<file path="src/rtl/uart_frame_sched.sv">
// Host frame parser and SD command scheduler between the UART receiver and the SD/FIFO path.
// Frames are len_hi, len_lo, payload[len], 0x00; every outcome is reported on a status strobe.
module uart_frame_sched #(
  parameter int unsigned TIMEOUT_CYC = 208000,
  parameter int unsigned MAX_LEN     = 1024
) (
  input  logic        clk,
  input  logic        rst,
  input  logic [7:0]  rx_data,
  input  logic        rx_valid,
  output logic [7:0]  fifo_wdata,
  output logic        fifo_wr,
  input  logic        fifo_full,
  output logic        sd_req,
  output logic [1:0]  sd_cmd,
  input  logic        sd_ack,
  input  logic        sd_done,
  input  logic        sd_err,
  output logic [31:0] sd_sector,
  output logic        busy,
  output logic        status_valid,
  output logic [3:0]  status_code
);
  localparam int unsigned   CntW     = $clog2(TIMEOUT_CYC + 1);
  localparam logic [CntW-1:0] ToLimit = CntW'(TIMEOUT_CYC);
  localparam logic [15:0]   MaxLenW  = 16'(MAX_LEN);

  localparam logic [3:0] CodeFrameOk = 4'd0, CodeLenErr = 4'd1, CodeTrailerErr = 4'd2,
                         CodeBadOp = 4'd3, CodeBusy = 4'd4, CodeOverflow = 4'd5,
                         CodeTimeout = 4'd6, CodeSdOk = 4'd8, CodeSdFail = 4'd9;

  typedef enum logic [2:0] {PIdle, PLenLo, PFirst, PArg, PData, PTrailer, PDrain} pstate_e;
  typedef enum logic [1:0] {FtCmd, FtSector, FtData} ftype_e;
  typedef enum logic [1:0] {SIdle, SIssue, SWait} sstate_e;

  pstate_e         p_q, p_d;
  ftype_e          ftype_q, ftype_d;
  sstate_e         s_q, s_d;
  logic [15:0]     len_q, len_d, rem_q, rem_d;
  logic [7:0]      op_q, op_d;
  logic [31:0]     shadow_q, shadow_d, sector_q, sector_d;
  logic [1:0]      arg_cnt_q, arg_cnt_d, cmd_q, cmd_d;
  logic            ovf_q, ovf_d;
  logic [CntW-1:0] to_cnt_q, to_cnt_d;
  logic            fifo_wr_q, fifo_wr_d;
  logic [7:0]      fifo_wdata_q, fifo_wdata_d;
  logic            stat_v_q, stat_v_d, pend_v_q, pend_v_d;
  logic [3:0]      stat_code_q, stat_code_d, pend_code_q, pend_code_d;

  logic        p_ev, sd_ev, launch, timed_out;
  logic [3:0]  p_code, sd_code;
  logic [1:0]  launch_cmd;
  logic [15:0] new_len;

  assign new_len   = {len_q[15:8], rx_data};
  assign timed_out = (p_q != PIdle) && !rx_valid && (to_cnt_q == ToLimit);

  // Parser next-state
  always_comb begin
    p_d          = p_q;
    ftype_d      = ftype_q;
    len_d        = len_q;
    rem_d        = rem_q;
    op_d         = op_q;
    shadow_d     = shadow_q;
    arg_cnt_d    = arg_cnt_q;
    ovf_d        = ovf_q;
    sector_d     = sector_q;
    fifo_wr_d    = 1'b0;
    fifo_wdata_d = fifo_wdata_q;
    p_ev         = 1'b0;
    p_code       = CodeFrameOk;
    launch       = 1'b0;
    launch_cmd   = 2'b00;

    if (p_q == PIdle || rx_valid) begin
      to_cnt_d = '0;
    end else if (to_cnt_q != ToLimit) begin
      to_cnt_d = to_cnt_q + CntW'(1);
    end else begin
      to_cnt_d = to_cnt_q;
    end

    unique case (op_q)
      8'h02:   launch_cmd = 2'b01;
      8'h03:   launch_cmd = 2'b10;
      8'h04:   launch_cmd = 2'b11;
      default: launch_cmd = 2'b00;
    endcase

    if (timed_out) begin
      p_d   = PIdle;
      ovf_d = 1'b0;
      if (p_q != PDrain) begin
        p_ev   = 1'b1;
        p_code = CodeTimeout;
      end
    end else if (rx_valid) begin
      case (p_q)
        PIdle: begin
          len_d[15:8] = rx_data;
          p_d         = PLenLo;
        end
        PLenLo: begin
          len_d[7:0] = rx_data;
          if (new_len == 16'd0 || new_len > MaxLenW) begin
            p_ev   = 1'b1;
            p_code = CodeLenErr;
            p_d    = PDrain;
          end else begin
            p_d = PFirst;
          end
        end
        PFirst: begin
          if (len_q == 16'd1) begin
            op_d    = rx_data;
            ftype_d = FtCmd;
            p_d     = PTrailer;
          end else if (len_q == 16'd5 && rx_data == 8'h05) begin
            ftype_d   = FtSector;
            arg_cnt_d = 2'd0;
            p_d       = PArg;
          end else begin
            // len >= 2 here, so at least one more data byte follows
            ftype_d      = FtData;
            fifo_wr_d    = !fifo_full;
            fifo_wdata_d = rx_data;
            ovf_d        = ovf_q | fifo_full;
            rem_d        = len_q - 16'd1;
            p_d          = PData;
          end
        end
        PArg: begin
          shadow_d  = {shadow_q[23:0], rx_data};
          arg_cnt_d = arg_cnt_q + 2'd1;
          if (arg_cnt_q == 2'd3) p_d = PTrailer;
        end
        PData: begin
          fifo_wr_d    = !fifo_full;
          fifo_wdata_d = rx_data;
          ovf_d        = ovf_q | fifo_full;
          rem_d        = rem_q - 16'd1;
          if (rem_q == 16'd1) p_d = PTrailer;
        end
        PTrailer: begin
          p_d   = PIdle;
          ovf_d = 1'b0;
          p_ev  = 1'b1;
          if (rx_data != 8'h00) begin
            p_code = CodeTrailerErr;
          end else begin
            case (ftype_q)
              FtCmd: begin
                if (launch_cmd == 2'b00) p_code = CodeBadOp;
                else if (s_q != SIdle)   p_code = CodeBusy;
                else                     launch = 1'b1;
              end
              FtSector: sector_d = shadow_q;
              default:  p_code = ovf_q ? CodeOverflow : CodeFrameOk;
            endcase
          end
        end
        default: p_d = p_q;  // PDrain swallows bytes until the link goes quiet
      endcase
    end
  end

  // SD scheduler next-state
  always_comb begin
    s_d     = s_q;
    cmd_d   = cmd_q;
    sd_ev   = 1'b0;
    sd_code = sd_err ? CodeSdFail : CodeSdOk;
    case (s_q)
      SIdle: begin
        if (launch) begin
          s_d   = SIssue;
          cmd_d = launch_cmd;
        end
      end
      SIssue: begin
        if (sd_ack) begin
          s_d   = sd_done ? SIdle : SWait;
          sd_ev = sd_done;
        end
      end
      SWait: begin
        if (sd_done) begin
          s_d   = SIdle;
          sd_ev = 1'b1;
        end
      end
      default: s_d = SIdle;
    endcase
  end

  // Parser codes win a collision; the SD code waits one cycle in the pending slot
  always_comb begin
    stat_v_d    = 1'b0;
    stat_code_d = stat_code_q;
    pend_v_d    = pend_v_q;
    pend_code_d = pend_code_q;
    if (p_ev) begin
      stat_v_d    = 1'b1;
      stat_code_d = p_code;
      if (sd_ev && !pend_v_q) begin
        pend_v_d    = 1'b1;
        pend_code_d = sd_code;
      end
    end else if (pend_v_q) begin
      stat_v_d    = 1'b1;
      stat_code_d = pend_code_q;
      pend_v_d    = sd_ev;
      pend_code_d = sd_code;
    end else if (sd_ev) begin
      stat_v_d    = 1'b1;
      stat_code_d = sd_code;
    end
  end

  always_ff @(posedge clk) begin
    if (rst) begin
      p_q          <= PIdle;
      ftype_q      <= FtCmd;
      s_q          <= SIdle;
      len_q        <= '0;
      rem_q        <= '0;
      op_q         <= '0;
      shadow_q     <= '0;
      sector_q     <= '0;
      arg_cnt_q    <= '0;
      cmd_q        <= '0;
      ovf_q        <= 1'b0;
      to_cnt_q     <= '0;
      fifo_wr_q    <= 1'b0;
      fifo_wdata_q <= '0;
      stat_v_q     <= 1'b0;
      stat_code_q  <= '0;
      pend_v_q     <= 1'b0;
      pend_code_q  <= '0;
    end else begin
      p_q          <= p_d;
      ftype_q      <= ftype_d;
      s_q          <= s_d;
      len_q        <= len_d;
      rem_q        <= rem_d;
      op_q         <= op_d;
      shadow_q     <= shadow_d;
      sector_q     <= sector_d;
      arg_cnt_q    <= arg_cnt_d;
      cmd_q        <= cmd_d;
      ovf_q        <= ovf_d;
      to_cnt_q     <= to_cnt_d;
      fifo_wr_q    <= fifo_wr_d;
      fifo_wdata_q <= fifo_wdata_d;
      stat_v_q     <= stat_v_d;
      stat_code_q  <= stat_code_d;
      pend_v_q     <= pend_v_d;
      pend_code_q  <= pend_code_d;
    end
  end

  assign fifo_wr      = fifo_wr_q;
  assign fifo_wdata   = fifo_wdata_q;
  assign sd_req       = (s_q == SIssue);
  assign sd_cmd       = cmd_q;
  assign sd_sector    = sector_q;
  assign busy         = (s_q != SIdle);
  assign status_valid = stat_v_q;
  assign status_code  = stat_code_q;

endmodule

</file>
<file path="config.mk">
export PLATFORM = sky130hd
export DESIGN_NAME = uart_frame_sched
export DESIGN_NICKNAME = d
export VERILOG_FILES = /design/src/rtl/uart_frame_sched.sv
export SDC_FILE = /design/constraint.sdc
export NUM_CORES = 1
export LEC_CHECK = 0
export CAP_MARGIN = 20
export CORE_MARGIN = 2
export CORE_UTILIZATION = 55
export CTS_CLUSTER_SIZE = 24
export DETAILED_ROUTE_END_ITERATION = 8
export PLACE_DENSITY = 0.83
export SYNTH_ARGS = -nofsm -noshare
export SYNTH_HDL_FRONTEND = slang
export SYNTH_SLANG_ARGS = --single-unit
</file>
<file path="constraint.sdc">
create_clock -name clk -period 3.38 [get_ports clk]
set_clock_uncertainty 0.15 [all_clocks]
set_input_delay 1.014 -clock clk [delete_from_list [all_inputs] [get_ports clk]]
set_output_delay 1.014 -clock clk [all_outputs]
set_load 0.01 [all_outputs]
</file>
Word-level counts from Yosys, hierarchy flattened
Cells that the tools add are included.

word-level totals
  output and inout bits = 50
  register bits after elaboration = 153
  input bits = 15
  logic and storage cells = 162

operators by class
  eq/ne operators = 28
  $add $sub $neg = 4
  reduce and logical (&&, ||, !) cells = 39
  muxes and demuxes = 67
  bitwise gates (word level) = 4
  magnitude comparators = 1

operators by type and width
  operator                 number
  $mux W3                  11
  $eq A16 B1 Y1 const B    2
  $mux W16                 2
  $pmux W16 S2             1
  $sub A16 B1 Y16 const B  2
  $mux W4                  7
  $mux W1                  25
  $add A18 B1 Y18 const B  1
  $eq A18 B18 Y1 const B   1
  $ne A18 B18 Y1 const B   1
  $pmux W3 S6              1
  $eq A16 B3 Y1 const B    1
  $eq A8 B2 Y1 const B     2
  $eq A8 B3 Y1 const B     2
  $gt A16 B11 Y1 const B   1
  $logic_not A16 Y1        1
  $mux W2                  8
  $mux W8                  2
  $pmux W8 S2              1
  $reduce_and A3 Y1        5
  $reduce_and A5 Y1        3
  $ne A2 B2 Y1 const B     7
  $pmux W2 S3              2
  $pmux W3 S2              2
  26 further kinds         52

Logic depth before layout (Yosys ltp)
Gate-level depths: netlist (run 1).

  depth after elaboration = 11
  mapped depth = 9
  depth with buffers taken out = 8

Worst setup path after synthesis (run 1)
Ideal clock, no wire load.

  path kind = input-to-reg
  start = in rx_data[0]
  end = reg stat_code_q[0], in the netlist status_code[0]
  required time = 3.093 ns
  setup time = 0.137 ns
  arrival = 2.907 ns
  setup slack = 0.186 ns
  cell stages on the path = 7
  buffers on the path = 1
  cells stage by stage = clkbuf_2 -> or4_1 -> or4_4 -> a31oi_2 -> nor2_2 -> a222oi_1 -> a211oi_1

on the way
  cells in the longest elaborated chain, start to end = 7
  elaborated cells on any way between the ends = 15
  classes of those cells = 1 x order compare; 10 x mux; 4 x reduce/logical

ends and longest elaborated chain
  element                                                         line  source
  start: declaration                                              9     input logic [7:0] rx_data,
  $gt A16 B11 Y1 or $logic_not A16 Y1 (tied branches)             106   if (new_len == 16'd0 || new_len > MaxLenW) begin
  $logic_or A1 B1 Y1                                              106
  $mux W1                                                         106
  $pmux W1 S2 or $pmux W3 S2 (tied branches)                      99    case (p_q)
  $mux W1 or $mux W3 (tied branches)                              98    end else if (rx_valid) begin
  $mux W1 or $mux W4 (tied branches)                              91    if (timed_out) begin
  $reduce_bool A3 Y1 (no source line) or $mux W4 (tied branches)  n/a
  end signal: assignment                                          257   stat_code_q <= stat_code_d;
  end: declaration                                                48    logic [3:0] stat_code_q, stat_code_d, pend_code_q, pend_code_d;

Several ways; a longest one is shown, not always the timed one.
A chain may end at the register's enable or synchronous reset.

Final worst setup path (run 1)
  start = in rx_data[1]
  end = reg stat_code_q[0], in the netlist status_code[0]

The elaborated chain is that of the path after synthesis.

==> results.md, run 1 <==
- Status: complete, no violations
- Final hold slack: 0.2995 ns
- Nets@finish: 965
- Pins Over Slew Limit: 0
- Synth Cell Area: 0.006775 mm2
- Fill cell instance count of the final layout: 983
- Commonest non-fill, non-tap cell in the layout: nand2_1
- CP max FO: 4
- Synth top area share: 44.62%
- Vias: 6381
- Pwr per Cell Area: 505.4 mW/mm2
- Setup ws final: 0.1345 ns
- Num Clock Sinks: 151
- Area of the multi-input gates: 0.003495 mm2
- Reg area: 0.003023 mm2
- Most frequent cell on the critical path: or4_4
- FP Rows: 40
- Syn Nets: 894
- Logic pwr share: 12.0%
- Initial DRC Count: 571
- Yosys reg bits: 151
- Clock share of power: 43.8%
- Most frequent cells in the layout: nand2_1 (222), dfxtp_1 (151), a21oi_1 (128)
- Drc violations: 0
- Minimum clock period after layout: 3.246 ns
- Die Width: 115.0 um
- Vias in the first global route: 5865
- Top delay family on crit path: simple AND/OR/NAND/NOR gates
- Synth-to-Final Area Change: 23.08%
- Lkg Pwr: 2.951 nW
- CP max stage cell: or4_4
- Synthesis warning total: 0
- Final setup viols: 0
- Dominant synthesized flop cell: dfxtp_1
- Final hold violation count: 0
- VDD IR-drop max: 0.3289 mV
- Sequential Power Share: 44.3%
- Setup TNS: 0 ns
- Die ar.: 0.01322 mm2
- WP data required: 3.51 ns
- Max clock buf depth: 2
- Clk slew on worst S/H paths: 0.06 ns
- DP HPWL: 11370 um
- H-Tree Depth: 4
- Number of antenna violations at the first check in global routing: 0
- Syn Area/Cell: 7.797 um2
- Startpoint types: input port
- Total routed wirelength: 17210 um
- Area leader, netlist: dfxtp_1
- GPL Wtd Cong: 0.8900
- Slew headroom: 53.68%
- Slowest cell delay on critical path: 0.58 ns
- Drt wl/cell: 15.64 um
- Overflow after GRT: 0
- Detailed-route vias per instance: 5.801
- Remaining antenna violation count: 0
- DR pass1 iterations: 5
- RSZ-0062 raised after global routing: false
- Post-synth EDFFs: 0
- CP Data Arrival Time: 3.37 ns
- Switch Pwr: 1.144 mW
- Worst slack, placed: -0.2581 ns
- Max Freq: 0.3081 GHz
- Clk_lat worst skew: 0.43 ns
- CTS Buf Count: 17
- Antenna diodes: 0
- Min-Delay Path Depth: 2
- Global-route usage over all layers: 26.81%
- Final period util: 96.02%
- FFs w/ async S/R, synth: 0%
- Sequential area share after synthesis: 44.62%
- Die height: 115.0 um
- CP Depth: 7
- Initial cell density of the core: 56.41%
- Port Buffer Count: 64
- First-pass GRT wire length: 28270 um
- Worst-margin pin slew: 0.6948 ns
- Synth Instances: 869
- Top cells by area, synth: dfxtp_1 (45%), nand2_1 (12%), a21oi_1 (9.5%), nor2_1 (3.2%), clkbuf_1 (2.4%)
- Crit path cell chain: clkdlybuf4s50_1 > or4_4 > or4_4 > a31oi_2 > nor2_2 > a222oi_1 > a211oi_1
- MaxCap Viol Count: 0
- Critical Path Sink Type: flip-flop
- Clock root buffer: clkbuf_16
- Layout cell share with drive strength beyond 1: 10.28%
- Critical path class: in -> reg
- Pin count of the biggest net entering global routing: 71
- FF-to-FF path depth: 7
- Boundary pin count: 65
- Worst Hold Class: reg -> reg
- Yosys cell types: 69
- Switching part of the total: 27.13%
- WP buf/inv: 1
- CTS tree: done
- Core area: 0.01201 mm2
- Int Power: 3.071 mW
==> registers in the layout, summed over array words and instances, names as in the netlist, 2 cells and up <==
name,cells
arg_cnt_q,2
fifo_wdata,8
ftype_q,2
len_q,16
op_q,8
p_q,3
pend_code_q,2
rem_q,16
s_q,2
sd_cmd,2
sd_sector,32
shadow_q,32
status_code,4
to_cnt_q,18
==> cell families (layout without fill, tap and decap cells) <==
| kind of cell | count (synthesis) | after routing | share of synthesized area, % |
|---|---|---|---|
| adders and majority gates | 10 | 10 | 1.847 |
| AOI/OAI and AO/OA | 201 | 201 | 17.03 |
| muxes | 11 | 11 | 1.662 |
| and+or+nand+nor | 403 | 403 | 27.74 |
| DFF | 151 | 151 | 44.62 |
| xor gates and xnor gates | 24 | 24 | 3.102 |
| buffers and inverters | 69 | 153 | 4.007 |
==> stage by stage <==
stage | cells | utilization [%] | area (um2) | power (mW)
after global placement | 1068 | 64.63 | 7762 | 2.385
after CTS | 1100 | 69.43 | 8339 | 4.228
after global routing | 1100 | 69.43 | 8339 | 4.364
after floorplan | 869 | - | 6775 | 2.235
final | 1100 | 69.43 | 8339 | 4.215
after detailed placement | 1068 | 64.63 | 7762 | 2.394
==> repair_timing <==
action | in CTS | in global routing
endpoints found under the setup margin | 0 | 1
hold buffers | 0 | 0
resized for setup | 0 | 1
hold endpoints to repair | 0 | 0
setup buffers | 0 | 0
==> layout make-up <==
class / count / share of cell area (%)
flip-flops and latches: 151 / 36.25
well taps: 147 / 2.206
multi-input cells: 649 / 41.91
inverters: 18 / 0.8102
repair buffers: 103 / 11.91
clock buffers: 18 / 5.266
clock inverters: 14 / 1.650
==> final timing paths <==
path,slack [ns],end,start
hold / removal,0.30,sd_sector[24],shadow_q[24]
setup reg to reg,0.82,rem_q[6],len_q[6]
setup / recovery,0.13,status_code[0],rx_data[1]
hold reg to reg,0.30,sd_sector[24],shadow_q[24]
==> worst register-to-register path: cells and delay by family, from the launching register on <==
family / cells / cell delay [ns]
AND/OR/NAND/NOR: 2 / 1.07
AO/OA/AOI/OAI: 4 / 0.71
flip-flops: 1 / 0.37
buffers and inverters: 1 / 0.19
==> power groups by stage <==
stage / Sequential (mW) / Clock, mW / Combinational (mW)
after floorplan: 1.88 / 0 / 0.350
after global placement: 1.90 / 0 / 0.485
after detailed placement: 1.90 / 0 / 0.492
after CTS: 1.86 / 1.87 / 0.499
after global routing: 1.87 / 1.94 / 0.555
final: 1.87 / 1.84 / 0.504
==> synth_stat cells (3+ instances only) <==
library cell  instances
nand2_1             222
dfxtp_1             151
a21oi_1             128
nor2_1               58
clkbuf_1             43
o21ai_0              26
nand3_1              19
inv_1                18
nor4_1               13
xnor2_1              13
xor2_1               11
and3_1               10
ha_1                 10
nor3_1               10
mux2i_1               9
nand2b_1              8
or3_1                 7
or4_1                 7
and2_1                6
nand4_1               6
o31ai_1               6
a211oi_1              5
buf_2                 5
nor2b_1               5
nor3b_1               5
or2_2                 5
a31oi_1               4
o22ai_1               4
nand3b_1              3
nor4b_1               3
o2bb2ai_1             3
or4_4                 3
==> metal layers <==
metal  vias up  wire length [um]  GRT usage (%)
met4         0               355          10.28
li1       3125                 -              -
met5         -                 0              0
met3        34              1109          6.906
met2       216              8007          42.24
met1      3006              7735          35.52
(Power assumes the default switching activity.)
==> run 2: changes to the inputs <==
--- a/config.mk
+++ b/config.mk
@@ -10,7 +10,7 @@
 export CORE_UTILIZATION = 55
 export CTS_CLUSTER_SIZE = 24
 export DETAILED_ROUTE_END_ITERATION = 8
-export PLACE_DENSITY = 0.83
+export PLACE_DENSITY = 0.77
 export SYNTH_ARGS = -nofsm -noshare
 export SYNTH_HDL_FRONTEND = slang
 export SYNTH_SLANG_ARGS = --single-unit
==> run 2 against run 1 <==
Effect of this change:
- maximum frequency increased by 1.9%
- setup slack gained 0.060 ns
- wire length fell by 0.38%
- first-iteration DRC count shrank 1.6%
- worst hold slack better by 0.0025 ns
==> results.md, run 2 (synthesized netlist as in run 1, its figures left out) <==
- Max clock buf depth: 2 (unchanged)
- Pins Over Slew Limit: 0 (unchanged)
- FF-to-FF path depth: 6 (was 7)
- Clk_lat worst skew: 0.43 ns (about the same)
- Placed Instance Area: 0.007745 mm2 (was 0.007762 mm2)
- Layout cell share with drive strength beyond 1: 9.705% (was 10.28%)
- Lkg Pwr: 2.897 nW (was 2.951 nW)
- Overflow after GRT: 0 (unchanged)
- Vias in the first global route: 6013 (was 5865)
- Detailed-route vias per instance: 5.816 (was 5.801)
- Die ar.: 0.01322 mm2 (unchanged)
- Vias: 6369 (was 6381)
- Clk slew on worst S/H paths: 0.06 ns (about the same)
- Pwr per Cell Area: 493.4 mW/mm2 (was 505.4 mW/mm2)
- Worst Setup SP: rx_data[1] (unchanged)
- H-Tree Depth: 4 (unchanged)
- Post-CTS Hold Buffers: 0 (unchanged)
- RR Startpoint: len_q[11] (was len_q[6])
- CTS Buf Count: 17 (unchanged)
- GPL Wtd Cong: 0.8847 (was 0.8900)
- Commonest non-fill, non-tap cell in the layout: nand2_1 (unchanged)
- Final non-filler cell total: 1095 (was 1100)
- First-pass GRT wire length: 28320 um (was 28270 um)
- RSZ-0062 raised after global routing: false (unchanged)
- DR pass1 iterations: 6 (was 5)
- CP max FO: 4 (unchanged)
- Fill cell instance count of the final layout: 1013 (was 983)
- FP Rows: 40 (unchanged)
- Global-route usage over all layers: 26.74% (was 26.81%)
- Reg area: 0.003023 mm2 (unchanged)
- Initial cell density of the core: 56.41% (unchanged)
- Worst Hold Class: reg -> reg (unchanged)
- Startpoint types: input port (unchanged)
- MaxCap Viol Count: 0 (unchanged)
- Drc violations: 0 (unchanged)
- Antenna diodes: 0 (unchanged)
- DP HPWL: 11740 um (was 11370 um)
- Final setup viols: 0 (unchanged)
- WP data required: 3.52 ns (was 3.51 ns)
- Remaining antenna violation count: 0 (unchanged)
- Reg-to-reg endpoint: p_q[0] (was rem_q[6])
- Slew headroom: 60.65% (was 53.68%)
- Pin count of the biggest net entering global routing: 106 (was 71)
- Critical Path Sink Type: flip-flop (unchanged)
- Minimum clock period after layout: 3.186 ns (was 3.246 ns)
- Final hold violation count: 0 (unchanged)
- Core area: 0.01201 mm2 (unchanged)
- CTS tree: done (unchanged)
- Boundary pin count: 65 (unchanged)
- CP Data Arrival Time: 3.32 ns (was 3.37 ns)
- Final period util: 94.26% (was 96.02%)
- Die Width: 115.0 um (unchanged)
- Fin area: 0.008278 mm2 (was 0.008339 mm2)
- Status: complete, no violations (unchanged)
- Synth-to-Final Area Change: 22.18% (was 23.08%)
- Placed cell count: 1064 (was 1068)
- Capture point of the worst path: status_code[0] (unchanged)
- Drt wl/cell: 15.65 um (was 15.64 um)
- Total routed wirelength: 17140 um (was 17210 um)
- Most frequent cells in the layout: nand2_1 (222), dfxtp_1 (151), a21oi_1 (128) (unchanged)
- Port Buffer Count: 64 (unchanged)
- Worst-margin pin slew: 0.5902 ns (was 0.6948 ns)
- VDD IR-drop max: 0.3319 mV (was 0.3289 mV)
- Nets@finish: 961 (was 965)
- Number of antenna violations at the first check in global routing: 0 (unchanged)
- Clock root buffer: clkbuf_16 (unchanged)
- Die height: 115.0 um (unchanged)
- Num Clock Sinks: 151 (unchanged)
- Critical path class: in -> reg (unchanged)
- Initial DRC Count: 562 (was 571)
- R2R Setup Slk: 0.84 ns (was 0.82 ns)
- Area of the multi-input gates: 0.003495 mm2 (unchanged)
- Max Freq: 0.3139 GHz (was 0.3081 GHz)
[run 2: worst max-delay path: stages]
cell	delay [ns]
clkdlybuf4s50_1	0.42
or4_4	0.58
or4_4	0.54
a31oi_2	0.27
nor2_2	0.10
a222oi_1	0.32
a211oi_1	0.09
[run 2: area by class of cell]
cell class | instances | share of cell area, %
multi-input combinational | 649 | 42.22
inverter | 18 | 0.8162
clock buffer | 20 | 5.517
sequential | 151 | 36.52
clock inverter | 11 | 0.9220
timing repair buffer | 99 | 11.79
tap | 147 | 2.222
[run 2: report_power, final]
part,switching (mW),internal [mW]
Combinational,0.301,0.199
Sequential,0.0485,1.82
Clock,0.749,0.970
[run 2: how the worst min path moves through the flow]
stage                     cells past startpoint       endpoint     startpoint
after floorplan                               2  sd_sector[24]   shadow_q[24]
after global placement                        2  fifo_wdata[4]  fifo_wdata[4]
after detailed placement                      2      sd_cmd[1]      sd_cmd[1]
after CTS                                     2      sd_cmd[1]      sd_cmd[1]
after global routing                          2  sd_sector[15]  sd_sector[15]
final                                         2  sd_sector[19]  sd_sector[19]
[run 2: timing repair]
| item | in CTS | in global routing |
|---|---|---|
| gates resized for setup | 0 | 1 |
| setup buffers | 0 | 0 |
| hold endpoints to repair | 0 | 0 |
| endpoints found under the setup margin | 0 | 1 |
[run 2: metal layers]
metal | track usage, % | vias to the layer above | routed length, um
li1 | - | 3119 | -
met1 | 36.39 | 3012 | 7958
met2 | 41.29 | 212 | 7925
met3 | 7.011 | 26 | 1015
met4 | 9.398 | 0 | 241
met5 | 0 | - | 0
[run 2: through the flow]
| step | hold WS [ns] | util [%] | worst slack (ns) | total power, mW | setup TNS (ns) |
|---|---|---|---|---|---|
| final | 0.3020 | 68.92 | 0.1941 | 4.085 | 0 |
| after global routing | 0.3214 | 68.92 | 0.08912 | 4.245 | 0 |
| after CTS | 0.3034 | 68.92 | 0.1404 | 4.098 | 0 |
| after detailed placement | 0.2920 | 64.48 | -0.2979 | 2.390 | -5.006 |
| after global placement | 0.2938 | 64.48 | -0.1875 | 2.377 | -2.195 |
| after floorplan | 0.2821 | - | 0.1859 | 2.235 | 0 |
==> run 3: changes to the inputs <==
--- a/config.mk
+++ b/config.mk
@@ -8,7 +8,7 @@
 export CAP_MARGIN = 20
 export CORE_MARGIN = 2
 export CORE_UTILIZATION = 55
-export CTS_CLUSTER_SIZE = 24
+export CTS_CLUSTER_SIZE = 8
 export DETAILED_ROUTE_END_ITERATION = 8
 export PLACE_DENSITY = 0.77
 export SYNTH_ARGS = -nofsm -noshare
==> results of run 3 <==
The final DEF is identical to that of run 2; final timing and power are the same.
